### src/rtl/uart_tx_fifo.sv
// UART transmitter with a small transmit FIFO. Bit timing comes from an external
// tx_en strobe; frames are start, LSB-first data, optional parity, then 1 or 2 stop bits.
module uart_tx_fifo #(
  parameter int DATA_BITS  = 8,
  parameter int PARITY_EN  = 0,
  parameter int PARITY_ODD = 0,
  parameter int STOP_BITS  = 1,
  parameter int FIFO_DEPTH = 4
) (
  input  logic                          clk,
  input  logic                          rst_n,
  input  logic                          tx_en,
  input  logic [DATA_BITS-1:0]          data_in,
  input  logic                          send,
  output logic                          ready,
  output logic                          overflow,
  output logic                          tx,
  output logic                          busy,
  output logic [$clog2(FIFO_DEPTH):0]   fifo_count
);
  localparam int PTR_W = $clog2(FIFO_DEPTH);
  localparam int CNT_W = PTR_W + 1;
  localparam int IDX_W = $clog2(DATA_BITS);

  typedef enum logic [2:0] {IDLE, START, DATA, PARITY, STOP} state_e;
  state_e state_q, state_d;

  logic [DATA_BITS-1:0] mem_q [FIFO_DEPTH];
  logic [PTR_W-1:0]     wr_ptr_q, wr_ptr_d, rd_ptr_q, rd_ptr_d;
  logic [CNT_W-1:0]     count_q, count_d;
  logic [DATA_BITS-1:0] shift_q, shift_d, head;
  logic [IDX_W-1:0]     bit_idx_q, bit_idx_d;
  logic                 stop_cnt_q, stop_cnt_d;
  logic                 parity_q, parity_d;
  logic                 tx_q, tx_d;
  logic                 overflow_q;
  logic                 push, pop;

  // ready is derived from the registered count only, so a same-cycle pop never admits a push
  assign ready    = (count_q != CNT_W'(FIFO_DEPTH));
  assign push     = send && ready;
  assign pop      = (state_q == IDLE) && (count_q != '0);
  assign head     = mem_q[rd_ptr_q];
  assign wr_ptr_d = push ? wr_ptr_q + PTR_W'(1) : wr_ptr_q;
  assign rd_ptr_d = pop ? rd_ptr_q + PTR_W'(1) : rd_ptr_q;
  assign count_d  = count_q + CNT_W'(push) - CNT_W'(pop);

  assign tx         = tx_q;
  assign overflow   = overflow_q;
  assign busy       = (state_q != IDLE) || (count_q != '0);
  assign fifo_count = count_q;

  always_comb begin
    state_d = state_q;
    unique case (state_q)
      IDLE:    if (count_q != '0) state_d = START;
      START:   if (tx_en) state_d = DATA;
      DATA:    if (tx_en && bit_idx_q == IDX_W'(DATA_BITS - 1))
                 state_d = (PARITY_EN != 0) ? PARITY : STOP;
      PARITY:  if (tx_en) state_d = STOP;
      STOP:    if (tx_en && stop_cnt_q == 1'(STOP_BITS - 1)) state_d = IDLE;
      default: state_d = IDLE;
    endcase
  end

  always_comb begin
    tx_d       = tx_q;
    shift_d    = shift_q;
    parity_d   = parity_q;
    bit_idx_d  = bit_idx_q;
    stop_cnt_d = stop_cnt_q;
    case (state_q)
      IDLE: if (pop) begin
        shift_d  = head;
        parity_d = (^head) ^ 1'(PARITY_ODD);
      end
      START: if (tx_en) begin
        tx_d      = 1'b0;
        bit_idx_d = '0;
      end
      DATA: if (tx_en) begin
        tx_d      = shift_q[bit_idx_q];
        bit_idx_d = bit_idx_q + IDX_W'(1);
      end
      PARITY: if (tx_en) tx_d = parity_q;
      STOP: if (tx_en) begin
        tx_d       = 1'b1;
        stop_cnt_d = (stop_cnt_q == 1'(STOP_BITS - 1)) ? 1'b0 : ~stop_cnt_q;
      end
      default: ;
    endcase
  end

  always_ff @(posedge clk or negedge rst_n) begin
    if (!rst_n) begin
      state_q    <= IDLE;
      wr_ptr_q   <= '0;
      rd_ptr_q   <= '0;
      count_q    <= '0;
      bit_idx_q  <= '0;
      stop_cnt_q <= 1'b0;
      tx_q       <= 1'b1;
      overflow_q <= 1'b0;
    end else begin
      state_q    <= state_d;
      wr_ptr_q   <= wr_ptr_d;
      rd_ptr_q   <= rd_ptr_d;
      count_q    <= count_d;
      bit_idx_q  <= bit_idx_d;
      stop_cnt_q <= stop_cnt_d;
      tx_q       <= tx_d;
      overflow_q <= send && !ready;
    end
  end

  // Payload storage carries no reset; the pointers and count define what is valid
  always_ff @(posedge clk) begin
    if (push) mem_q[wr_ptr_q] <= data_in;
    shift_q  <= shift_d;
    parity_q <= parity_d;
  end

endmodule

### config.mk
export PLATFORM = sky130hd
export DESIGN_NAME = uart_tx_fifo
export DESIGN_NICKNAME = d
export VERILOG_FILES = /design/src/rtl/uart_tx_fifo.sv
export SDC_FILE = /design/constraint.sdc
export NUM_CORES = 1
export LEC_CHECK = 0
export BUFFER_PORTS_ARGS = -buffer_cell sky130_fd_sc_hd__buf_2
export CAP_MARGIN = 15
export CORE_ASPECT_RATIO = 2
export CORE_MARGIN = 3
export CORE_UTILIZATION = 42
export CTS_BUF_LIST = sky130_fd_sc_hd__clkbuf_8
export DETAILED_ROUTE_END_ITERATION = 16
export MAX_ROUTING_LAYER = met4
export SYNTH_ARGS = -nofsm -noshare
export SYNTH_HDL_FRONTEND = slang
export SYNTH_SLANG_ARGS = --single-unit
### constraint.sdc
create_clock -name clk -period 4.4 [get_ports clk]
set_input_delay 0.22 -clock clk [delete_from_list [all_inputs] [get_ports clk]]
set_output_delay 0.22 -clock clk [all_outputs]
set_load 0.01 [all_outputs]
==> key figures, run 1 <==
Outcome
  – Run status: completed

GRT
  – First-pass GRT wire length: 6.499 mm
  – All-layer global routing usage: 13.98%
  – Sum of overflow across all layers after global routing: 0
  – Maximum number of pins on one net before global-route repair: 18
  – Number of global-route vias before repair: 1297
  – Number of antenna violations at the first check in global routing: 0

Clock network
  – Root buffer cell: sky130_fd_sc_hd__clkbuf_8
  – Worst-Skew Late Latency: 0.31 ns
  – TritonCTS clock tree: done
  – TritonCTS Sinks: 56
  – Number of CTS-inserted buffers: 5
  – Register clock-pin slew on the reported worst setup and hold paths: 0.09 ns
  – Number of H-tree branching levels: 2
  – Number of buffers on the longest clock path: 2
  – Post-CTS setup-driven buffer insertion count: 0
  – CTS-repair resized insts: 0

Route
  – Vias/cell: 5.274
  – Remaining number of nets flagged by the antenna check after routing: 0
  – Wire per inst: 16.74 um
  – Residual DRC count: 0
  – Drt pass-1 iters: 4
  – DRT iter0 DRCs: 75
  – Post-detailed-routing wire length: 3.783 mm
  – Total via count after detailed routing: 1192

STA
  – Slew Limit Fails: 0
  – Slew HR: 60.78%
  – Post-route fraction of the period consumed by the critical path: 53.09%
  – Number of failing setup endpoints in the final timing report: 0
  – Setup_tns: 0 ns
  – Setup repair after global routing missed its margin: no
  – Achievable Freq: 428.1 MHz
  – Final setup skew: 0.005750 ns
  – Slew of the pin with the lowest slew margin: 0.5883 ns
  – Clock period minus final worst setup slack: 2.336 ns
  – Final hold viol count: 0
  – Post-Route Hold Slack: 0.1210 ns

Synth
  – Per-instance average area after synthesis: 16.71 sq um
  – Number of nets in the synthesized netlist: 163
  – Share of the yosys chip area belonging to registers: 67.77%
  – Synth async-reset ratio: 26.79%
  – Summed instance area of the synthesized netlist: 0.002372 sq mm
  – Post-synth top cells: sky130_fd_sc_hd__edfxtp_1 (41), sky130_fd_sc_hd__dfrtp_1 (14), sky130_fd_sc_hd__mux4_2 (10)
  – #FFs+latches synth: 56
  – Count of distinct cell types in the synthesized netlist: 29
  – Post-synth EDFFs: 41
  – Most used DFF post-synth: sky130_fd_sc_hd__edfxtp_1
  – Syn Inst Count: 142
  – Yosys top cell area share: 51.90%
  – Most frequent cell after synthesis: sky130_fd_sc_hd__edfxtp_1
  – YS warnings: 0
  – Largest cells by area after synthesis: sky130_fd_sc_hd__edfxtp_1 (52%), sky130_fd_sc_hd__dfrtp_1 (15%), sky130_fd_sc_hd__mux4_2 (9.5%), sky130_fd_sc_hd__ha_1 (4.2%), sky130_fd_sc_hd__xnor2_1 (3.0%)
  – Top cell type by total area after synthesis: sky130_fd_sc_hd__edfxtp_1

Layout
  – Cell area after layout: 0.002649 sq mm
  – Antenna diodes: 0
  – Ratio of cells with drive above 1 in the final layout: 26.51%
  – Layout overhead on the synthesized area: 11.66%
  – Net count of the finished layout: 186
  – Filler Cells Inserted: 474
  – Final std cells w/o fill: 226

Pwr
  – Power Density: 740.4 mW/mm^2
  – Worst supply voltage drop on vdd: 0.0004391 V
  – Leak pwr: 1.014 nW
  – Total power: 1.961 mW

Floorplanning
  – Placeable core area: 0.005468 sq mm
  – Number of placement rows: 38
  – Die X: 59.14 um
  – Starting density of the core: 43.39%
  – Chip height: 112.3 um
  – Full die area: 0.006641 sq mm
  – I/O pins: 19

Setup path
  – Worst Path Class, Setup: flop to flop
  – Worst path arrival time: 2.53 ns
  – Beginning of the worst register-to-register path: fifo_count[1]
  – CP max FO: 12
  – Crit path required time: 4.60 ns
  – Crit. End Element: flop
  – End of the worst register-to-register path: fifo_count[2]
  – Cell depth of the worst flop-to-flop path: 10
  – Minimum setup slack among reg-to-reg paths: 2.06 ns
  – Type of element launching the critical path: flop

Run
  – Reported max-cap violation count: 0

Worst hold path
  – Min-Delay Path Class: primary input to flop
  – Min-Delay Startpoint: data_in[4]
  – Worst Hold Endpoint: mem_q[1][4]
  – Number of instances on the worst hold path: 1

Place
  – Count of port buffers added during placement: 18
  – Final HPWL from detailed placement: 2.825 mm
  – Instance count after placement with tap cells included: 217
  – Instance area after placement: 0.002527 sq mm
  – Routability-driven placement congestion ratio: 0.7499
-- layout make-up --
class,instances,area [sq um],share of cell area (%)
multi-input combinational,76,724.4,27.35
clock buffer,5,68.82,2.598
timing repair buffer,20,107.6,4.062
sequential,56,1608,60.70
tap,60,75.07,2.834
clock inverter,3,42.54,1.606
inverter,6,22.52,0.8503
-- metal layers --
metal  track usage, %  share of wire (%)  routed length (um)  up-vias
li1                 -                  -                   -      574
met5                -                  0                   0        -
met1            14.00                 36                1367      591
met2            24.67                 59                2223       21
met3            3.107                2.6                 100        6
met4            6.354                2.4                  92        0
-- sequential cells by signal, indices dropped and copies added, names as in the netlist --
register    cells
fifo_count      3
state_q         3
rd_ptr_q        2
overflow        1
tx              1
mem_q          32
shift_q         8
bit_idx_q       3
wr_ptr_q        2
parity_q        1
-- worst max path at each step --
stage                         end  cells after the start           from
finish              fifo_count[2]                     10  fifo_count[1]
global route        fifo_count[2]                     10  fifo_count[1]
CTS                 fifo_count[2]                     10  fifo_count[1]
detailed placement  fifo_count[2]                     10  fifo_count[1]
global placement    fifo_count[2]                     10  fifo_count[1]
floorplan           fifo_count[2]                      9     state_q[1]
-- metrics by stage --
| step | utilization [%] | setup WS [ns] |
|---|---|---|
| 2_1_floorplan | - | 1.206 |
| 3_3_place_gp | 46.22 | 2.100 |
| 3_5_place_dp | 46.22 | 2.046 |
| 4_1_cts | 48.44 | 2.031 |
| 5_1_grt | 48.44 | 1.835 |
| 6_report | 48.44 | 2.064 |
-- cells in the final DEF (no fill, tap or decap), types with 2 or more instances in the layout --
| cell | instances |
|---|---|
| sky130_fd_sc_hd__nand2_1 | 7 |
| sky130_fd_sc_hd__nor3_1 | 2 |
| sky130_fd_sc_hd__clkbuf_8 | 5 |
| sky130_fd_sc_hd__dfrtp_1 | 14 |
| sky130_fd_sc_hd__xor2_1 | 2 |
| sky130_fd_sc_hd__nor2b_1 | 2 |
| sky130_fd_sc_hd__nor2_1 | 6 |
| sky130_fd_sc_hd__a21oi_1 | 6 |
| sky130_fd_sc_hd__mux4_2 | 10 |
| sky130_fd_sc_hd__o21ai_0 | 6 |
| sky130_fd_sc_hd__mux2_2 | 3 |
| sky130_fd_sc_hd__edfxtp_1 | 41 |
| sky130_fd_sc_hd__xnor2_1 | 8 |
| sky130_fd_sc_hd__buf_2 | 18 |
| sky130_fd_sc_hd__inv_1 | 7 |
| sky130_fd_sc_hd__ha_1 | 8 |
| sky130_fd_sc_hd__and3_1 | 5 |
| sky130_fd_sc_hd__xnor2_2 | 2 |
-- worst max-delay path: stages (launching register included) --
cell	delay (ns)
sky130_fd_sc_hd__dfrtp_1	0.46
sky130_fd_sc_hd__nor3_1	0.37
sky130_fd_sc_hd__nor4_2	0.06
sky130_fd_sc_hd__buf_4	0.20
sky130_fd_sc_hd__ha_1	0.27
sky130_fd_sc_hd__inv_1	0.05
sky130_fd_sc_hd__ha_1	0.13
sky130_fd_sc_hd__inv_1	0.05
sky130_fd_sc_hd__fa_1	0.37
sky130_fd_sc_hd__xnor2_1	0.15
sky130_fd_sc_hd__xnor2_1	0.13
-- logic make-up after synthesis --
kind of cell    count (synthesis)  synth area share (%)
flops                          56                 67.77
mux                            14                 11.34
simple gates                   27                 5.644
fa+ha+maj                       9                 5.063
compound gates                 14                 3.165
xor+xnor                       12                 5.063
buf+inv                        10                 1.951
-- where the power goes --
group	internal (mW)	switching, mW
registers	0.789	0.155
logic	0.371	0.320
clock network	0.170	0.157
total	1.33	0.632
-- repair_timing --
| item | in CTS | in global routing |
|---|---|---|
| endpoints found under the setup margin | 0 | 0 |
| hold buffers | 1 | 0 |
| endpoints found under the hold margin | 14 | 0 |
Power figures use the tool's default switching activity.
==> inputs of run 2 (changes only) <==
Settings changed: ABC_AREA from default to 1.
Clock period 4.4 ns to 2.3 ns, I/O delays scaled along.
==> run 2 against run 1 <==
Via count up 58%. First-iteration DRC count fell by 35%. Combinational power rose to 2.6 times the previous value. Flip-flop and latch count unchanged. Clock power is 87% higher. Global-route usage decreased by 0.41 points. Final area rose by 17%. Cell count is 82% higher. Synthesized area increased by 18%. Register-to-register slack lost 1.7 ns. Non-clock buffer count grew 6. Critical path depth shrank 1. Critical endpoint unchanged.
==> key figures, run 2 <==
Place
  – Final HPWL from detailed placement: 3.598 mm (was 2.825 mm)
  – Instance area after placement: 0.002975 sq mm (was 0.002527 sq mm)
  – Instance count after placement with tap cells included: 403 (was 217)
  – Routability-driven placement congestion ratio: 0.7686 (was 0.7499)
  – Count of port buffers added during placement: 18 (unchanged)

Synth
  – Per-instance average area after synthesis: 9.348 sq um (was 16.71 sq um)
  – Count of distinct cell types in the synthesized netlist: 29 (unchanged)
  – Post-synth EDFFs: 41 (unchanged)
  – Top cell type by total area after synthesis: sky130_fd_sc_hd__edfxtp_1 (unchanged)
  – Summed instance area of the synthesized netlist: 0.002795 sq mm (was 0.002372 sq mm)
  – Largest cells by area after synthesis: sky130_fd_sc_hd__edfxtp_1 (44%), sky130_fd_sc_hd__nand2_1 (17%), sky130_fd_sc_hd__dfrtp_1 (13%), sky130_fd_sc_hd__nand3_1 (4.3%), sky130_fd_sc_hd__ha_1 (3.6%) (was sky130_fd_sc_hd__edfxtp_1 (52%), sky130_fd_sc_hd__dfrtp_1 (15%), sky130_fd_sc_hd__mux4_2 (9.5%), sky130_fd_sc_hd__ha_1 (4.2%), sky130_fd_sc_hd__xnor2_1 (3.0%))
  – Yosys top cell area share: 44.05% (was 51.90%)
  – #FFs+latches synth: 56 (unchanged)
  – Most frequent cell after synthesis: sky130_fd_sc_hd__nand2_1 (was sky130_fd_sc_hd__edfxtp_1)
  – Post-synth top cells: sky130_fd_sc_hd__nand2_1 (125), sky130_fd_sc_hd__edfxtp_1 (41), sky130_fd_sc_hd__inv_1 (25) (was sky130_fd_sc_hd__edfxtp_1 (41), sky130_fd_sc_hd__dfrtp_1 (14), sky130_fd_sc_hd__mux4_2 (10))
  – Share of the yosys chip area belonging to registers: 57.52% (was 67.77%)
  – Most used DFF post-synth: sky130_fd_sc_hd__edfxtp_1 (unchanged)
  – Synth async-reset ratio: 26.79% (unchanged)
  – Syn Inst Count: 299 (was 142)
  – YS warnings: 0 (unchanged)
  – Number of nets in the synthesized netlist: 320 (was 163)

Layout
  – Register with the most flip-flops: mem_q (unchanged)
  – Number of flip-flops in the largest register: 32 (unchanged)
  – Net count of the finished layout: 346 (was 186)
  – Top Registers: mem_q x32, shift_q x8 (unchanged)
  – Final cell utilization of the core: 48.62% (was 48.44%)
  – Leading cell type in the layout, fill and taps excluded: sky130_fd_sc_hd__nand2_1 (was sky130_fd_sc_hd__edfxtp_1)
  – Highest-count cells in the layout ignoring fill and taps: sky130_fd_sc_hd__nand2_1 (125), sky130_fd_sc_hd__edfxtp_1 (41), sky130_fd_sc_hd__inv_1 (26) (was sky130_fd_sc_hd__edfxtp_1 (41), sky130_fd_sc_hd__buf_2 (18), sky130_fd_sc_hd__dfrtp_1 (14))
  – Layout overhead on the synthesized area: 10.65% (was 11.66%)
  – Ratio of cells with drive above 1 in the final layout: 15.64% (was 26.51%)
  – Final std cells w/o fill: 412 (was 226)
  – Antenna diodes: 0 (unchanged)
  – Cell area after layout: 0.003093 sq mm (was 0.002649 sq mm)

Pwr
  – Internal Dissipation: 2.482 mW (was 1.329 mW)
  – Sequential power share: 41.6% (was 48.1%)
  – Worst supply voltage drop on vdd: 0.0005731 V (was 0.0004391 V)
  – Leak pwr: 1.449 nW (was 1.014 nW)
  – Psw: 1.703 mW (was 0.6318 mW)
  – Switch share: 40.69% (was 32.22%)
  – Power Density: 1353 mW/mm^2 (was 740.4 mW/mm^2)
  – Combinational cell fraction of total power: 43.8% (was 35.2%)
  – Fraction of power consumed by the clock network: 14.6% (was 16.6%)

STA
  – Clock period minus final worst setup slack: 1.972 ns (was 2.336 ns)
  – Slew of the pin with the lowest slew margin: 0.6231 ns (was 0.5883 ns)
  – Setup_tns: 0 ns (unchanged)
  – Achievable Freq: 507.1 MHz (was 428.1 MHz)
  – Final hold viol count: 0 (unchanged)
  – Number of failing setup endpoints in the final timing report: 0 (unchanged)
  – Setup repair after global routing missed its margin: no (unchanged)
  – Final setup skew: 0.01264 ns (was 0.005750 ns)
  – Post-Route Hold Slack: 0.01446 ns (was 0.1210 ns)
  – Slew Limit Fails: 0 (unchanged)
  – Slew HR: 58.46% (was 60.78%)
  – Post-route fraction of the period consumed by the critical path: 85.74% (was 53.09%)

Floorplanning
  – Full die area: 0.007729 sq mm (was 0.006641 sq mm)
  – Chip height: 121.4 um (was 112.3 um)
  – Die X: 63.69 um (was 59.14 um)
  – I/O pins: 19 (unchanged)
  – Placeable core area: 0.006361 sq mm (was 0.005468 sq mm)
  – Number of placement rows: 41 (was 38)
  – Starting density of the core: 43.94% (was 43.39%)

Clock network
  – Number of CTS-inserted buffers: 5 (unchanged)
  – CTS-repair resized insts: 0 (unchanged)
  – Register clock-pin slew on the reported worst setup and hold paths: 0.09 ns (about the same)
  – Number of H-tree branching levels: 2 (unchanged)
  – TritonCTS clock tree: done (unchanged)
  – TritonCTS Sinks: 56 (unchanged)
  – Number of buffers on the longest clock path: 2 (unchanged)
  – Worst-Skew Late Latency: 0.31 ns (about the same)
  – Root buffer cell: sky130_fd_sc_hd__clkbuf_8 (unchanged)
  – Post-CTS setup-driven buffer insertion count: 0 (unchanged)

Route
  – Vias/cell: 4.563 (was 5.274)
  – DRT iter0 DRCs: 49 (was 75)
  – Wire per inst: 11.04 um (was 16.74 um)
  – Residual DRC count: 0 (unchanged)
  – Post-detailed-routing wire length: 4.547 mm (was 3.783 mm)
  – Total via count after detailed routing: 1880 (was 1192)
  – Drt pass-1 iters: 4 (unchanged)
  – Remaining number of nets flagged by the antenna check after routing: 0 (unchanged)

Setup path
  – Crit path required time: 2.50 ns (was 4.60 ns)
  – Type of element launching the critical path: flop (unchanged)
  – Worst path arrival time: 2.17 ns (was 2.53 ns)
  – Most Frequent Cell on Critical Path: sky130_fd_sc_hd__inv_1
  – Stage delay of the slowest cell on the critical path: 0.46 ns (about the same)
  – Crit-path slowest cell: sky130_fd_sc_hd__dfrtp_1 (unchanged)
  – Cells along the critical path: nor2_1 > nand3_1 > inv_1 > ha_1 > inv_1 > ha_1 > inv_1 > fa_1 > xnor2_1 (was nor3_1 > nor4_2 > buf_4 > ha_1 > inv_1 > ha_1 > inv_1 > fa_1 > xnor2_1 > xnor2_1)
  – CP max FO: 6 (was 12)
  – Worst Path Class, Setup: flop to flop (unchanged)
  – Crit. End Element: flop (unchanged)

Run
  – Reported max-cap violation count: 0 (unchanged)

Worst hold path
  – Min-Delay Path Class: primary input to flop (unchanged)

GRT
  – Sum of overflow across all layers after global routing: 0 (unchanged)
  – Number of global-route vias before repair: 1854 (was 1297)
  – Number of antenna violations at the first check in global routing: 0 (unchanged)
  – All-layer global routing usage: 13.57% (was 13.98%)
  – First-pass GRT wire length: 7.831 mm (was 6.499 mm)
  – Maximum number of pins on one net before global-route repair: 19 (was 18)

Outcome
  – Run status: completed (unchanged)
==> run 2: cell types whose count changed after synthesis, sizes merged, moves of 5 or more <==
cell,change
nand2,+131
nand3,+24
inv,+22
mux4,-10
nor2,+8
xnor2,-8
and3,-5
buf,+5
==> run 2: area by class of cell <==
cell class,instances,area [sq um]
Clock inverter,3,38.79
Inverter,28,112.6
Sequential cell,56,1608
Multi-Input combinational cell,208,1005
Fill cell,649,3268
Timing Repair Buffer,26,152.6
Clock buffer,5,68.82
Tap cell,86,107.6
==> run 2: what timing repair did <==
item                                    4_1_cts  5_1_grt
endpoints found under the setup margin        0        0
hold buffers                                  1        0
hold endpoints to repair                     15        0
==> run 2: cell families after synthesis <==
kind of cell	after synthesis	share of synthesized area [%]
AOI/OAI and AO/OA	15	3.178
buffers and inverters	35	6.535
adders and majority gates	9	4.297
and+or+nand+nor	180	27.22
DFF	56	57.52
xor gates and xnor gates	4	1.254
==> run 2: routing by layer <==
layer / wire length (um) / track usage (%)
met2: 2681 / 26.33
met5: 0 / -
met3: 120 / 2.780
met4: 85 / 6.089
met1: 1661 / 12.17
==> run 2: power by group through the flow <==
stage                     sequential, mW  combinational, mW  clock (mW)
final                               1.74               1.83       0.611
after global routing                1.78               2.17       0.684
after CTS                           1.74               1.88       0.631
after detailed placement            1.77               1.88           0
after global placement              1.76               1.86           0
after floorplan                     1.66               1.59           0
==> run 2: metrics by stage <==
| step | power (mW) | worst slack [ns] |
|---|---|---|
| final | 4.184 | 0.3281 |
| after global routing | 4.635 | 0.1764 |
| after CTS | 4.259 | 0.3107 |
| after detailed placement | 3.643 | 0.3326 |
| after global placement | 3.616 | 0.3842 |
| after floorplan | 3.252 | 0.2165 |
==> run 2: path summary, 6_finish.rpt <==
kind	startpoint	to	slack, ns	cells past startpoint
max in group asynchronous	rst_n	tx	1.76	2
setup / recovery	state_q[0]	fifo_count[2]	0.33	9
setup reg to reg	state_q[0]	fifo_count[2]	0.33	9
hold / removal	send	overflow	0.01	3
min in group asynchronous	rst_n	bit_idx_q[1]	0.24	2
hold reg to reg	tx	tx	0.47	2
==> run 2: critical path: cells and delay by family, from the launching register on <==
| kind | cells | cell delay, ns |
|---|---|---|
| adders and majority gates | 3 | 0.71 |
| buffers and inverters | 3 | 0.20 |
| xor gates and xnor gates | 1 | 0.13 |
| DFF | 1 | 0.46 |
| and+or+nand+nor | 2 | 0.36 |
==> inputs of run 3 (changes only) <==
Settings changed: ABC_AREA 1 to default, CTS_CLUSTER_DIAMETER from default to 30.
==> run 3 against run 2 <==
Register-to-register slack got worse by 0.14 ns. Final area is 13% lower. Non-clock buffer count decreased by 1. Setup slack worse by 0.14 ns. First-iteration DRC count is 20% higher. Maximum frequency down 6.7%. Flip-flop and latch count unchanged. Die area is 14% lower. Via count is 36% lower.
==> key figures, run 3 (synthesis results as in run 1) <==
GRT
  – Number of global-route vias before repair: 1304 (was 1854)
  – Maximum number of pins on one net before global-route repair: 20 (was 19)
  – First-pass GRT wire length: 6.313 mm (was 7.831 mm)
  – All-layer global routing usage: 13.43% (was 13.57%)
  – Number of antenna violations at the first check in global routing: 0 (unchanged)
  – Sum of overflow across all layers after global routing: 0 (unchanged)

STA
  – Slew of the pin with the lowest slew margin: 0.4661 ns (was 0.6231 ns)
  – Slew HR: 68.93% (was 58.46%)
  – Setup repair after global routing missed its margin: no (unchanged)
  – Post-Route Hold Slack: 0.01707 ns (was 0.01446 ns)
  – Clock period minus final worst setup slack: 2.114 ns (was 1.972 ns)
  – Post-route fraction of the period consumed by the critical path: 91.92% (was 85.74%)
  – Final setup skew: 0.007502 ns (was 0.01264 ns)
  – Achievable Freq: 473.0 MHz (was 507.1 MHz)
  – Setup_tns: 0 ns (unchanged)
  – Number of failing setup endpoints in the final timing report: 0 (unchanged)
  – Slew Limit Fails: 0 (unchanged)
  – Final hold viol count: 0 (unchanged)

Clock network
  – Post-CTS setup-driven buffer insertion count: 0 (unchanged)
  – TritonCTS Sinks: 56 (unchanged)
  – Root buffer cell: sky130_fd_sc_hd__clkbuf_8 (unchanged)
  – Number of H-tree branching levels: 2 (unchanged)
  – Number of CTS-inserted buffers: 5 (unchanged)
  – Number of buffers on the longest clock path: 2 (unchanged)
  – Register clock-pin slew on the reported worst setup and hold paths: 0.10 ns (was 0.09 ns)
  – TritonCTS clock tree: done (unchanged)
  – Worst-Skew Late Latency: 0.31 ns (about the same)

Route
  – Residual DRC count: 0 (unchanged)
  – Remaining number of nets flagged by the antenna check after routing: 0 (unchanged)
  – DRT iter0 DRCs: 59 (was 49)
  – Post-detailed-routing wire length: 3.716 mm (was 4.547 mm)
  – Vias/cell: 5.203 (was 4.563)
  – Wire per inst: 16.09 um (was 11.04 um)
  – Drt pass-1 iters: 4 (unchanged)
  – Total via count after detailed routing: 1202 (was 1880)

Place
  – Routability-driven placement congestion ratio: 0.7467 (was 0.7686)
  – Instance area after placement: 0.002576 sq mm (was 0.002975 sq mm)
  – Instance count after placement with tap cells included: 222 (was 403)
  – Final HPWL from detailed placement: 2.894 mm (was 3.598 mm)
  – Count of port buffers added during placement: 18 (unchanged)

Setup path
  – Crit-path slowest cell: sky130_fd_sc_hd__dfrtp_2 (was sky130_fd_sc_hd__dfrtp_1)
  – Type of element launching the critical path: flop (unchanged)
  – CP max FO: 5 (was 6)
  – Cells along the critical path: nor3_1 > buf_4 > nor4_4 > ha_1 > inv_1 > ha_1 > inv_1 > fa_2 > xnor2_1 > xnor2_1 (was nor2_1 > nand3_1 > inv_1 > ha_1 > inv_1 > ha_1 > inv_1 > fa_1 > xnor2_1)
  – Bufs and invs on worst path: 3 (unchanged)
  – Crit path required time: 2.53 ns (was 2.50 ns)
  – Worst path arrival time: 2.35 ns (was 2.17 ns)
  – Crit. End Element: flop (unchanged)
  – Stage delay of the slowest cell on the critical path: 0.46 ns (about the same)
  – Cell depth of the worst flop-to-flop path: 10 (was 9)
  – Beginning of the worst register-to-register path: fifo_count[1] (was state_q[0])
  – CP delay by family, top: adder cells (unchanged)
  – Minimum setup slack among reg-to-reg paths: 0.19 ns (was 0.33 ns)
  – Worst Path Class, Setup: flop to flop (unchanged)
  – End of the worst register-to-register path: fifo_count[2] (unchanged)

Worst hold path
  – Min-Delay Startpoint: data_in[2] (was send)
  – Min-Delay Path Class: primary input to flop (unchanged)
  – Worst Hold Endpoint: mem_q[1][2] (was overflow)
  – Number of instances on the worst hold path: 1 (was 3)

Layout
  – Antenna diodes: 0 (unchanged)
  – Cell area after layout: 0.002686 sq mm (was 0.003093 sq mm)
  – Register with the most flip-flops: mem_q (unchanged)
  – Highest-count cells in the layout ignoring fill and taps: sky130_fd_sc_hd__edfxtp_1 (41), sky130_fd_sc_hd__buf_2 (18), sky130_fd_sc_hd__dfrtp_1 (13) (was sky130_fd_sc_hd__nand2_1 (125), sky130_fd_sc_hd__edfxtp_1 (41), sky130_fd_sc_hd__inv_1 (26))
  – Top Registers: mem_q x32, shift_q x8 (unchanged)
  – Number of flip-flops in the largest register: 32 (unchanged)
  – Ratio of cells with drive above 1 in the final layout: 30.99% (was 15.64%)
  – Net count of the finished layout: 191 (was 346)
  – Final std cells w/o fill: 231 (was 412)
  – Layout overhead on the synthesized area: 13.24% (was 10.65%)
  – Leading cell type in the layout, fill and taps excluded: sky130_fd_sc_hd__edfxtp_1 (was sky130_fd_sc_hd__nand2_1)

Run
  – Reported max-cap violation count: 0 (unchanged)

Floorplanning
  – Chip height: 112.3 um (was 121.4 um)
  – Die X: 59.14 um (was 63.69 um)
  – Number of placement rows: 38 (was 41)
  – Full die area: 0.006641 sq mm (was 0.007729 sq mm)
  – Placeable core area: 0.005468 sq mm (was 0.006361 sq mm)
  – Starting density of the core: 43.39% (was 43.94%)
  – I/O pins: 19 (unchanged)

Pwr
  – Leak pwr: 1.026 nW (was 1.449 nW)
  – Power Density: 1402 mW/mm^2 (was 1353 mW/mm^2)
  – Total power: 3.765 mW (was 4.184 mW)
  – Worst supply voltage drop on vdd: 0.0008045 V (was 0.0005731 V)

Outcome
  – Run status: completed (unchanged)
==> run 3: worst max path at each step <==
stage | from | to | slack, ns | cells past startpoint
2_1_floorplan | state_q[1] | fifo_count[2] | -0.04 | 9
3_3_place_gp | fifo_count[1] | fifo_count[2] | 0.26 | 10
3_5_place_dp | fifo_count[1] | fifo_count[2] | 0.15 | 10
4_1_cts | fifo_count[1] | fifo_count[2] | 0.13 | 10
5_1_grt | fifo_count[1] | fifo_count[2] | 0.007 | 10
6_report | fifo_count[1] | fifo_count[2] | 0.19 | 10
==> run 3: power by group <==
part | total (mW) | switching, mW | leakage, nW | internal [mW]
clock network | 0.542 | 0.318 | 0.0463 | 0.224
registers | 1.71 | 0.203 | 0.559 | 1.51
logic | 1.51 | 0.731 | 0.421 | 0.778
total | 3.77 | 1.25 | 1.03 | 2.51
==> run 3: cell type report <==
cell class	count	area (sq um)
Tap cell	60	75.07
Sequential cell	56	1609
Fill cell	456	2781
Clock buffer	5	68.82
Multi-Input combinational cell	76	738.2
Inverter	6	22.52
Timing Repair Buffer	25	145.1
Clock inverter	3	27.53
==> run 3: worst reg2reg max path, stage by stage (launching register included) <==
cell	delay, ns
sky130_fd_sc_hd__dfrtp_2	0.46
sky130_fd_sc_hd__nor3_1	0.18
sky130_fd_sc_hd__buf_4	0.16
sky130_fd_sc_hd__nor4_4	0.04
sky130_fd_sc_hd__ha_1	0.29
sky130_fd_sc_hd__inv_1	0.07
sky130_fd_sc_hd__ha_1	0.13
sky130_fd_sc_hd__inv_1	0.05
sky130_fd_sc_hd__fa_2	0.33
sky130_fd_sc_hd__xnor2_1	0.19
sky130_fd_sc_hd__xnor2_1	0.14
==> run 3: per-stage QoR <==
step / setup WS [ns] / util, %
6_report: 0.1859 / 49.13
5_1_grt: 0.007367 / 49.13
4_1_cts: 0.1269 / 49.06
3_5_place_dp: 0.1499 / 47.12
3_3_place_gp: 0.2640 / 47.12
2_1_floorplan: -0.04184 / -
==> run 3: routing by layer <==
metal,vias to the layer above,global-route usage (%),wire length [um]
met2,19,24.96,2254
met3,7,2.417,97
li1,581,-,-
met4,0,5.598,76
met1,595,12.76,1289
met5,-,-,0
==> run 3: timing repair <==
| action | 4_1_cts | 5_1_grt |
|---|---|---|
| setup endpoints to repair | 0 | 1 |
| hold buffers | 1 | 0 |
| resized for setup | 0 | 2 |
| endpoints found under the hold margin | 15 | 0 |
